<file path="src/rtl/pipe_ctrl.sv">
// pipe_ctrl: central pipeline controller for the five-stage MIPS core.
// Merges ID/EX/MEM stall requests into the StallBus vector, sequences
// one-cycle exception flushes with a redirect PC, and watches for a hung
// data-memory wait.
// Optional feature macro: PIPE_CTRL_PERF_EN adds four CNT_W-bit wrapping
// performance counters (CNT_W must be <= 32) readable through
// perf_sel/perf_data. Without it perf_data reads 0.
module pipe_ctrl #(
  parameter int unsigned MEM_TIMEOUT = 255,
  parameter int unsigned CNT_W       = 32
) (
  input  logic        clk,
  input  logic        rst,
  input  logic        stallreq_id,
  input  logic        stallreq_ex,
  input  logic        stallreq_mem,
  input  logic        except_req,
  input  logic [31:0] except_pc,
  output logic [5:0]  stall,
  output logic        flush,
  output logic [31:0] new_pc,
  output logic        mem_timeout,
  input  logic [1:0]  perf_sel,
  output logic [31:0] perf_data
);

  // Bit i holds stage i: 0 PC, 1 IF, 2 ID, 3 EX, 4 MEM, 5 WB.
  typedef logic [5:0] stall_bus_t;

  typedef enum logic {
    S_RUN   = 1'b0,
    S_FLUSH = 1'b1
  } state_t;

  // The single reason that decides this cycle's stall vector.
  typedef enum logic [2:0] {
    C_NONE,
    C_ID,
    C_EX,
    C_MEM,
    C_ACCEPT,
    C_FLUSH
  } cause_t;

  localparam stall_bus_t  LP_STALL_NONE = 6'b000000;
  localparam stall_bus_t  LP_STALL_ID   = 6'b000111;
  localparam stall_bus_t  LP_STALL_EX   = 6'b001111;
  localparam stall_bus_t  LP_STALL_MEM  = 6'b011111;
  localparam logic [15:0] LP_TIMEOUT    = 16'(MEM_TIMEOUT);

  state_t      r_state;
  logic        r_flush;
  logic [31:0] r_new_pc;
  logic [15:0] r_mem_wait;
  logic        r_mem_timeout;

  cause_t      w_cause;
  stall_bus_t  w_stall;
  logic        w_accept;
  logic [15:0] w_mem_wait_nxt;

  // Classify the cycle: FLUSH masks everything, then MEM beats a pending
  // exception (deferral), an exception beats EX/ID, EX beats ID.
  always_comb begin
    // NOTE: every combinational output gets a default first so no path
    // leaves it unassigned; otherwise synthesis infers a latch.
    w_cause = C_NONE;
    if (r_state == S_FLUSH) begin
      w_cause = C_FLUSH;
    end else if (stallreq_mem) begin
      w_cause = C_MEM;
    end else if (except_req) begin
      w_cause = C_ACCEPT;
    end else if (stallreq_ex) begin
      w_cause = C_EX;
    end else if (stallreq_id) begin
      w_cause = C_ID;
    end
  end

  assign w_accept = (w_cause == C_ACCEPT);

  // Translate the winning cause into the stall vector; the accept cycle
  // freezes everything up to MEM so the faulting instruction stays put.
  always_comb begin
    w_stall = LP_STALL_NONE;
    case (w_cause)
      C_MEM,
      C_ACCEPT: w_stall = LP_STALL_MEM;
      C_EX:     w_stall = LP_STALL_EX;
      C_ID:     w_stall = LP_STALL_ID;
      default:  w_stall = LP_STALL_NONE;
    endcase
  end

  // Exception sequencer: accept in RUN, one registered FLUSH cycle, back to RUN.
  always_ff @(posedge clk) begin
    // NOTE: sequential state uses non-blocking assignments so every flop
    // samples pre-edge values regardless of statement order.
    if (rst) begin
      r_state  <= S_RUN;
      r_flush  <= 1'b0;
      r_new_pc <= 32'h0;
    end else begin
      case (r_state)
        S_RUN: begin
          if (w_accept) begin
            r_state  <= S_FLUSH;
            r_flush  <= 1'b1;
            r_new_pc <= except_pc;
          end
        end
        S_FLUSH: begin
          r_state <= S_RUN;
          r_flush <= 1'b0;
        end
        default: begin
          r_state <= S_RUN;
          r_flush <= 1'b0;
        end
      endcase
    end
  end

  // Next wait count: counts MEM-stall cycles in RUN, saturating at the limit.
  always_comb begin
    w_mem_wait_nxt = 16'h0;
    if (r_state == S_RUN && stallreq_mem) begin
      w_mem_wait_nxt = (r_mem_wait == LP_TIMEOUT) ? r_mem_wait : r_mem_wait + 16'd1;
    end
  end

  // Watchdog: the flag sets on the edge where the count reaches the limit
  // and stays set until reset.
  always_ff @(posedge clk) begin
    if (rst) begin
      r_mem_wait    <= 16'h0;
      r_mem_timeout <= 1'b0;
    end else begin
      r_mem_wait <= w_mem_wait_nxt;
      if (w_mem_wait_nxt == LP_TIMEOUT) begin
        r_mem_timeout <= 1'b1;
      end
    end
  end

  assign stall       = w_stall;
  assign flush       = r_flush;
  assign new_pc      = r_new_pc;
  assign mem_timeout = r_mem_timeout;

`ifdef PIPE_CTRL_PERF_EN
  logic [CNT_W-1:0] r_perf_cnt [4];

  // Count each cycle once, under its winning cause; accept cycles count nowhere.
  always_ff @(posedge clk) begin
    // NOTE: this small counter array is built from flops and must read 0
    // after reset, so it is reset explicitly; a RAM-style array would not be.
    if (rst) begin
      for (int i = 0; i < 4; i++) begin
        r_perf_cnt[i] <= '0;
      end
    end else begin
      case (w_cause)
        C_ID:    r_perf_cnt[0] <= r_perf_cnt[0] + CNT_W'(1);
        C_EX:    r_perf_cnt[1] <= r_perf_cnt[1] + CNT_W'(1);
        C_MEM:   r_perf_cnt[2] <= r_perf_cnt[2] + CNT_W'(1);
        C_FLUSH: r_perf_cnt[3] <= r_perf_cnt[3] + CNT_W'(1);
        default: ;
      endcase
    end
  end

  assign perf_data = 32'(r_perf_cnt[perf_sel]);
`else
  localparam int unsigned LP_UNUSED_CNT_W = CNT_W;
  logic w_unused_perf_sel;

  assign w_unused_perf_sel = ^perf_sel;
  assign perf_data         = 32'h0;
`endif

endmodule

</file>
<file path="config.mk">
export PLATFORM = sky130hd
export DESIGN_NAME = pipe_ctrl
export DESIGN_NICKNAME = d
export VERILOG_FILES = /design/src/rtl/pipe_ctrl.sv
export SDC_FILE = /design/constraint.sdc
export NUM_CORES = 1
export LEC_CHECK = 0
export BUFFER_PORTS_ARGS = -buffer_cell sky130_fd_sc_hd__buf_4
export CORE_MARGIN = 4
export CORE_UTILIZATION = 46
export DETAILED_ROUTE_END_ITERATION = 8
export PLACE_DENSITY_LB_ADDON = 0.12
export SLEW_MARGIN = 30
export SYNTH_ARGS = -nofsm -noshare
export SYNTH_HDL_FRONTEND = slang
export SYNTH_SLANG_ARGS = --single-unit
</file>
<file path="constraint.sdc">
create_clock -name clk -period 2.2 [get_ports clk]
set_input_delay 0 -clock clk [delete_from_list [all_inputs] [get_ports clk]]
set_output_delay 0 -clock clk [all_outputs]
set_load 0.02 [all_outputs]
</file>
After elaboration in Yosys (flattened, before gate mapping)
Cells that the tools add are included.
{"block": "totals", "regBits": 51, "latchBits": 0, "ramBits": 0, "rom_bits": 0, "input_bits": 40, "elab_cells": 29, "mem_count": 0}
{"block": "op_classes", "n_addsub": 1, "n_mul": 0, "div_mod_pow": 0, "n_lt_le_gt_ge": 0, "eq_ne": 7, "n_shift": 0, "muxes": 12, "n_bitwise": 1, "n_reduce_logical": 3}
{"op": "16-bit by 8-bit equality test with 1-bit output (second input constant)", "n": 2}
{"op": "16-bit 2-to-1 mux", "n": 2}
{"op": "16-bit by 1-bit adder with 16-bit output (second input constant)", "n": 1}
{"op": "5-bit case mux with 3 select lines", "n": 1}
{"op": "3-bit 2-to-1 mux", "n": 3}
{"op": "3-bit by 2-bit equality test with 1-bit output (second input constant)", "n": 2}
{"op": "1-bit case mux with 2 select lines", "n": 2}
{"op": "3-bit by 1-bit equality test with 1-bit output (second input constant)", "n": 1}
{"op": "3-bit equality test (second input constant)", "n": 1}
{"op": "1-bit 2-to-1 mux", "n": 3}
{"op": "2-bit 2-to-1 mux", "n": 1}
{"op": "2-bit != test (second input constant)", "n": 1}
{"op": "2-bit AND reduction", "n": 1}
{"op": "2-bit OR reduction", "n": 1}
{"op": "1-bit logical AND", "n": 1}
{"op": "1-bit NOT", "n": 1}

Depth between registers and ports, before layout
{"block": "depth", "depth_word": 8, "ltp_mapped": 8}

Worst setup path before layout
Ideal clock, no wire load.
{"block": "synth_path", "path_type": "register -> register", "startpoint": "register r_mem_wait[0]", "endpoint": "register r_mem_timeout, in the netlist mem_timeout", "t_arrival_ns": 1.779, "t_required_ns": 2.104, "setup_slack_ns": 0.325, "path_stages_with_launch": 9, "cell_sequence": "dfxtp_1 -> ha_1 -> and3_1 -> buf_2 -> and2_1 -> nand2_2 -> nand4b_1 -> xor2_1 -> o41ai_2"}
{"block": "synth_via", "elab_chain_len": 4}
{"element": "start: declaration", "line_no": "54", "text": "logic [15:0] r_mem_wait;"}
{"element": "start signal: assignment", "line_no": "140", "text": "r_mem_wait <= w_mem_wait_nxt;"}
{"element": "16-bit by 1-bit adder with 16-bit output / 16-bit by 8-bit equality test with 1-bit output (equally long branches)", "line_no": "129", "text": "w_mem_wait_nxt = (r_mem_wait == LP_TIMEOUT) ? r_mem_wait : r_mem_wait + 16'd1;"}
{"element": "16-bit 2-to-1 mux *", "line_no": "129"}
{"element": "16-bit 2-to-1 mux *", "line_no": "128", "text": "if (r_state == S_RUN && stallreq_mem) begin"}
{"element": "16-bit by 8-bit equality test with 1-bit output *", "line_no": "141", "text": "if (w_mem_wait_nxt == LP_TIMEOUT) begin"}
{"element": "end signal: assignment", "line_no": "138", "text": "r_mem_timeout <= 1'b0;"}
{"element": "end signal: assignment", "line_no": "142", "text": "r_mem_timeout <= 1'b1;"}
{"element": "end: declaration", "line_no": "55", "text": "logic r_mem_timeout;"}
Every way passes the cells marked *; elsewhere a longest branch is shown, timed or not.
A chain may end at the register's enable or synchronous reset.

Worst setup path after layout
Ends and elaborated chain as after synthesis.

==> results_tabular.tex <==
\begin{tabular}{lr}
\hline
Metric & Value \\
\hline
\multicolumn{2}{l}{\textbf{Status}} \\
\quad Status & finished clean \\
\multicolumn{2}{l}{\textbf{Synthesis}} \\
\quad Area share of the leading cell type in the synthesized netlist & 43.2\% \\
\quad Most used DFF post-synth & dfxtp\_1 \\
\quad Cell type contributing the most total cell area after synthesis & dfxtp\_1 \\
\quad Cell Area, Synth & between 2000 and 2500 um2 \\
\quad Gate Count Post-Synth & between 200 and 300 \\
\quad Proportion of synthesized chip area in sequential cells & 43.2\% \\
\quad Number of enable flip-flop cells after synthesis & 0 \\
\quad Share of synthesized registers carrying an async set or reset & 0\% \\
\quad Number of synthesized register bits & approximately 50 \\
\quad Post-synthesis area per instance & $\sim$8 um2 \\
\quad Synth Warn \# & 0 \\
\quad Cell variety after synth & 38 \\
\quad Biggest area contributors in the synthesized netlist & dfxtp\_1, nand2\_1, buf\_4 \\
\multicolumn{2}{l}{\textbf{Die}} \\
\quad Boundary pin count & 112 \\
\quad Area of the core & 4850 um2 \\
\quad Die extent in y & 79.7 um \\
\quad Die X-Extent & 79.7 um \\
\quad Area of the die & 6350 um2 \\
\quad Effective utilization at floorplan & approximately half \\
\quad Placement Rows & 25 \\
\multicolumn{2}{l}{\textbf{Clock tree}} \\
\quad Post-CTS setup buffer count & 0 \\
\quad Clock tree from TritonCTS & yes \\
\quad Post-cts repair resize count & 0 \\
\quad Root cell of the clock tree & clkbuf\_8 \\
\quad CTS sink cnt & between 50 and 60 \\
\quad Number of buffers between clock root and the deepest sink & 2 \\
\quad Clock buffer count from CTS & 5 \\
\quad Number of levels in the clock H-tree & 2 \\
\quad Latest clock arrival within the worst-skew pair & 0.30 ns \\
\quad Clock-pin slew reported for the worst setup and hold paths after clock tree synthesis & $\sim$0.080 ns \\
\multicolumn{2}{l}{\textbf{Global routing}} \\
\quad Maximum number of pins on one net before global-route repair & 39 \\
\quad Overflow left after global routing & 0 \\
\quad M1 GR Usage & about 23\% \\
\quad Vias in the first global route & 2016 \\
\quad Global-route layer with the greatest usage & met2 \\
\quad Number of antenna violations at the first check in global routing & 0 \\
\quad Wire length of the first global-routing pass & 9.48 mm \\
\quad Met3 Track Usage GR & 6.66\% \\
\quad M2 GR Usage & between 30\% and 40\% \\
\quad GRT Total Usage & 18.8\% \\
\multicolumn{2}{l}{\textbf{Route}} \\
\quad Residual antenna-violating net count after detailed routing & 0 \\
\quad Mean routed wirelength per cell & 12.6 um \\
\quad Total via count in the routed design & 2129 \\
\quad Via density per instance & 4.60 \\
\quad Number of optimization iterations in the first detailed-route pass & 4 \\
\quad Post-Route WL & 5.84 mm \\
\quad Remaining DRCs & 0 \\
\quad Initial DRC count & slightly above 70 \\
\multicolumn{2}{l}{\textbf{Timing}} \\
\quad Final count of negative-setup-slack endpoints & 0 \\
\quad Clock Skew & between 0.003 and 0.004 ns \\
\quad Setup TNS after final layout & 0 ns \\
\quad Final cycle utilization of the critical path & 92.6\% \\
\quad RSZ-0062 raised after global routing & no \\
\quad Worst rel slew slack & 58.0\% \\
\quad Achievable Freq & 491 MHz \\
\quad Pins Over Slew Limit & 0 \\
\quad Time the worst path needs with I/O delays and setup & 2.04 ns \\
\quad Final hold viol count & 0 \\
\quad Worst-Margin Slew & about 0.63 ns \\
\multicolumn{2}{l}{\textbf{Layout}} \\
\quad \# diodes & 0 \\
\quad Most frequent cells in the layout & buf\_4, nand2\_1, dfxtp\_1, a21oi\_1, conb\_1 \\
\quad Leading cell type in the layout, fill and taps excluded & buf\_4 \\
\quad Final \#Nets & 437 \\
\quad Fraction of layout cells with a size suffix above 1 & around a quarter \\
\quad Post-Route Utilization & 67.5\% \\
\quad Post-route standard cell area excluding fillers & about 3300 um2 \\
\quad Area Overhead vs Synth & 38.4\% \\
\multicolumn{2}{l}{\textbf{Setup path}} \\
\quad Critical Path, Cell by Cell & ha\_1, and3\_1, and2\_1, a21oi\_1, a31oi\_1, o211ai\_1, o41ai\_2 \\
\quad Arrival time of the worst setup path & 2.25 ns \\
\quad Type of origin of the critical path & flop \\
\quad Slowest library cell on the worst path & dfxtp\_1 \\
\quad Number of buffers and inverters on the critical path & 0 \\
\quad Required time of the critical path & 2.41 ns \\
\quad CP Class & flop to flop \\
\quad Reg-to-reg startpoint & r\_mem\_wait[0]\$\_SDFF\_PP0\_ \\
\quad Max stage delay on crit path & $\sim$0.43 ns \\
\quad Critical path peak fanout & 6 \\
\quad Dominant delay contributor by cell family on the critical path & compound AO/OA/AOI/OAI gates \\
\quad Critical Path Start & r\_mem\_wait[0]\$\_SDFF\_PP0\_ \\
\quad Endpoint type of the worst setup path & flop \\
\multicolumn{2}{l}{\textbf{Flow run}} \\
\quad Max capacitance violation total & 0 \\
\multicolumn{2}{l}{\textbf{Pwr}} \\
\quad Power density normalized to cell area & about 590 nW/um2 \\
\quad Leak Pwr & around 0.0014 uW \\
\quad Maximum VDD drop & 0.000304 V \\
\multicolumn{2}{l}{\textbf{Place}} \\
\quad Last weighted congestion value of the routability-driven placer & 0.848 \\
\quad Final HPWL DP & 3.83 mm \\
\quad Count of port buffers added during placement & 76 \\
\quad Placed standard-cell area & 2850 um2 \\
\multicolumn{2}{l}{\textbf{Min path}} \\
\quad Worst Min Path Start & rst \\
\quad Type of the tightest min-delay check & primary input to flop \\
\hline
\end{tabular}
## layout make-up
cell class / count / area [um2]
flip-flops and latches: 51 / 1020
repair buffers: 112 / 921
well taps: 67 / 83.8
clock inverters: 1 / 30.0
inverters: 2 / 7.51
clock buffers: 6 / 72.6
multi-input cells: 224 / 1130
fillers: 414 / 1580
## per-layer routing
layer / share of wire (%) / up-vias
met5: 0 / -
met4: 1.5 / 0
met3: 8.3 / 9
met2: 49 / 69
met1: 42 / 951
li1: - / 1100
## metrics by stage
step	setup WS (ns)	cells	total power, uW	hold WS, ns
detailed placement	0.186	424	1290	0.256
global route	0.0113	463	2030	0.125
CTS	0.164	463	1960	0.108
finish	0.162	463	1940	0.114
global placement	0.218	424	1280	0.246
floorplan	0.325	327	1210	0.136
## flip-flops by register name (all words and copies together), names as in the netlist
register,count
r_state,1
new_pc,32
flush,1
r_mem_wait,16
mem_timeout,1
## synthesized netlist by cell type, types with 2 or more instances
cell type	n
nand2_1	72
dfxtp_1	51
a21oi_1	37
buf_4	35
nor2_1	20
clkbuf_1	13
xor2_1	9
nor3_1	6
nand3_1	4
xnor2_1	4
a31oi_1	3
and2_1	3
and3_1	3
nand2b_1	3
nand4_1	3
and4_1	2
buf_2	2
inv_1	2
nor2b_1	2
o21ai_0	2
or4_4	2
## report_power, final
part | switching, uW | internal [uW] | leakage (uW)
Combinational | 193 | 150 | 0.000957
Sequential | 18.0 | 953 | 0.000415
Clock | 297 | 334 | 0.0000513
## repair_timing
item,in CTS,in global routing
setup endpoints to repair,0,0
hold endpoints to repair,32,0
hold buffers,32,0
## kinds of logic after synthesis
| family | Yosys count | synth area share [%] |
|---|---|---|
| adders and majority gates | 1 | 0.529 |
| DFF | 51 | 43.2 |
| buffers and inverters | 52 | 13.9 |
| and+or+nand+nor | 127 | 25.1 |
| xor gates and xnor gates | 13 | 4.82 |
| muxes | 1 | 0.424 |
| AOI/OAI and AO/OA | 49 | 11.9 |
| other | 1 | 0.159 |
## path summary, 6_finish.rpt
| path | cells past startpoint | slack [ns] | end |
|---|---|---|---|
| worst max-delay path | 7 | 0.16 | mem_timeout$_SDFFE_PP0N_ |
| worst min-delay path | 2 | 0.11 | new_pc[27]$_SDFFE_PP0P_ |
| worst min register to register | 2 | 0.46 | new_pc[15]$_SDFFE_PP0P_ |
| worst max register to register | 7 | 0.16 | mem_timeout$_SDFFE_PP0N_ |
## worst reg2reg max path, cell delays in order, from the launching register on
cell	delay, ns
dfxtp_1	0.43
ha_1	0.26
and3_1	0.26
and2_1	0.25
a21oi_1	0.09
a31oi_1	0.19
o211ai_1	0.15
o41ai_2	0.33
Power figures use the tool's default switching activity.
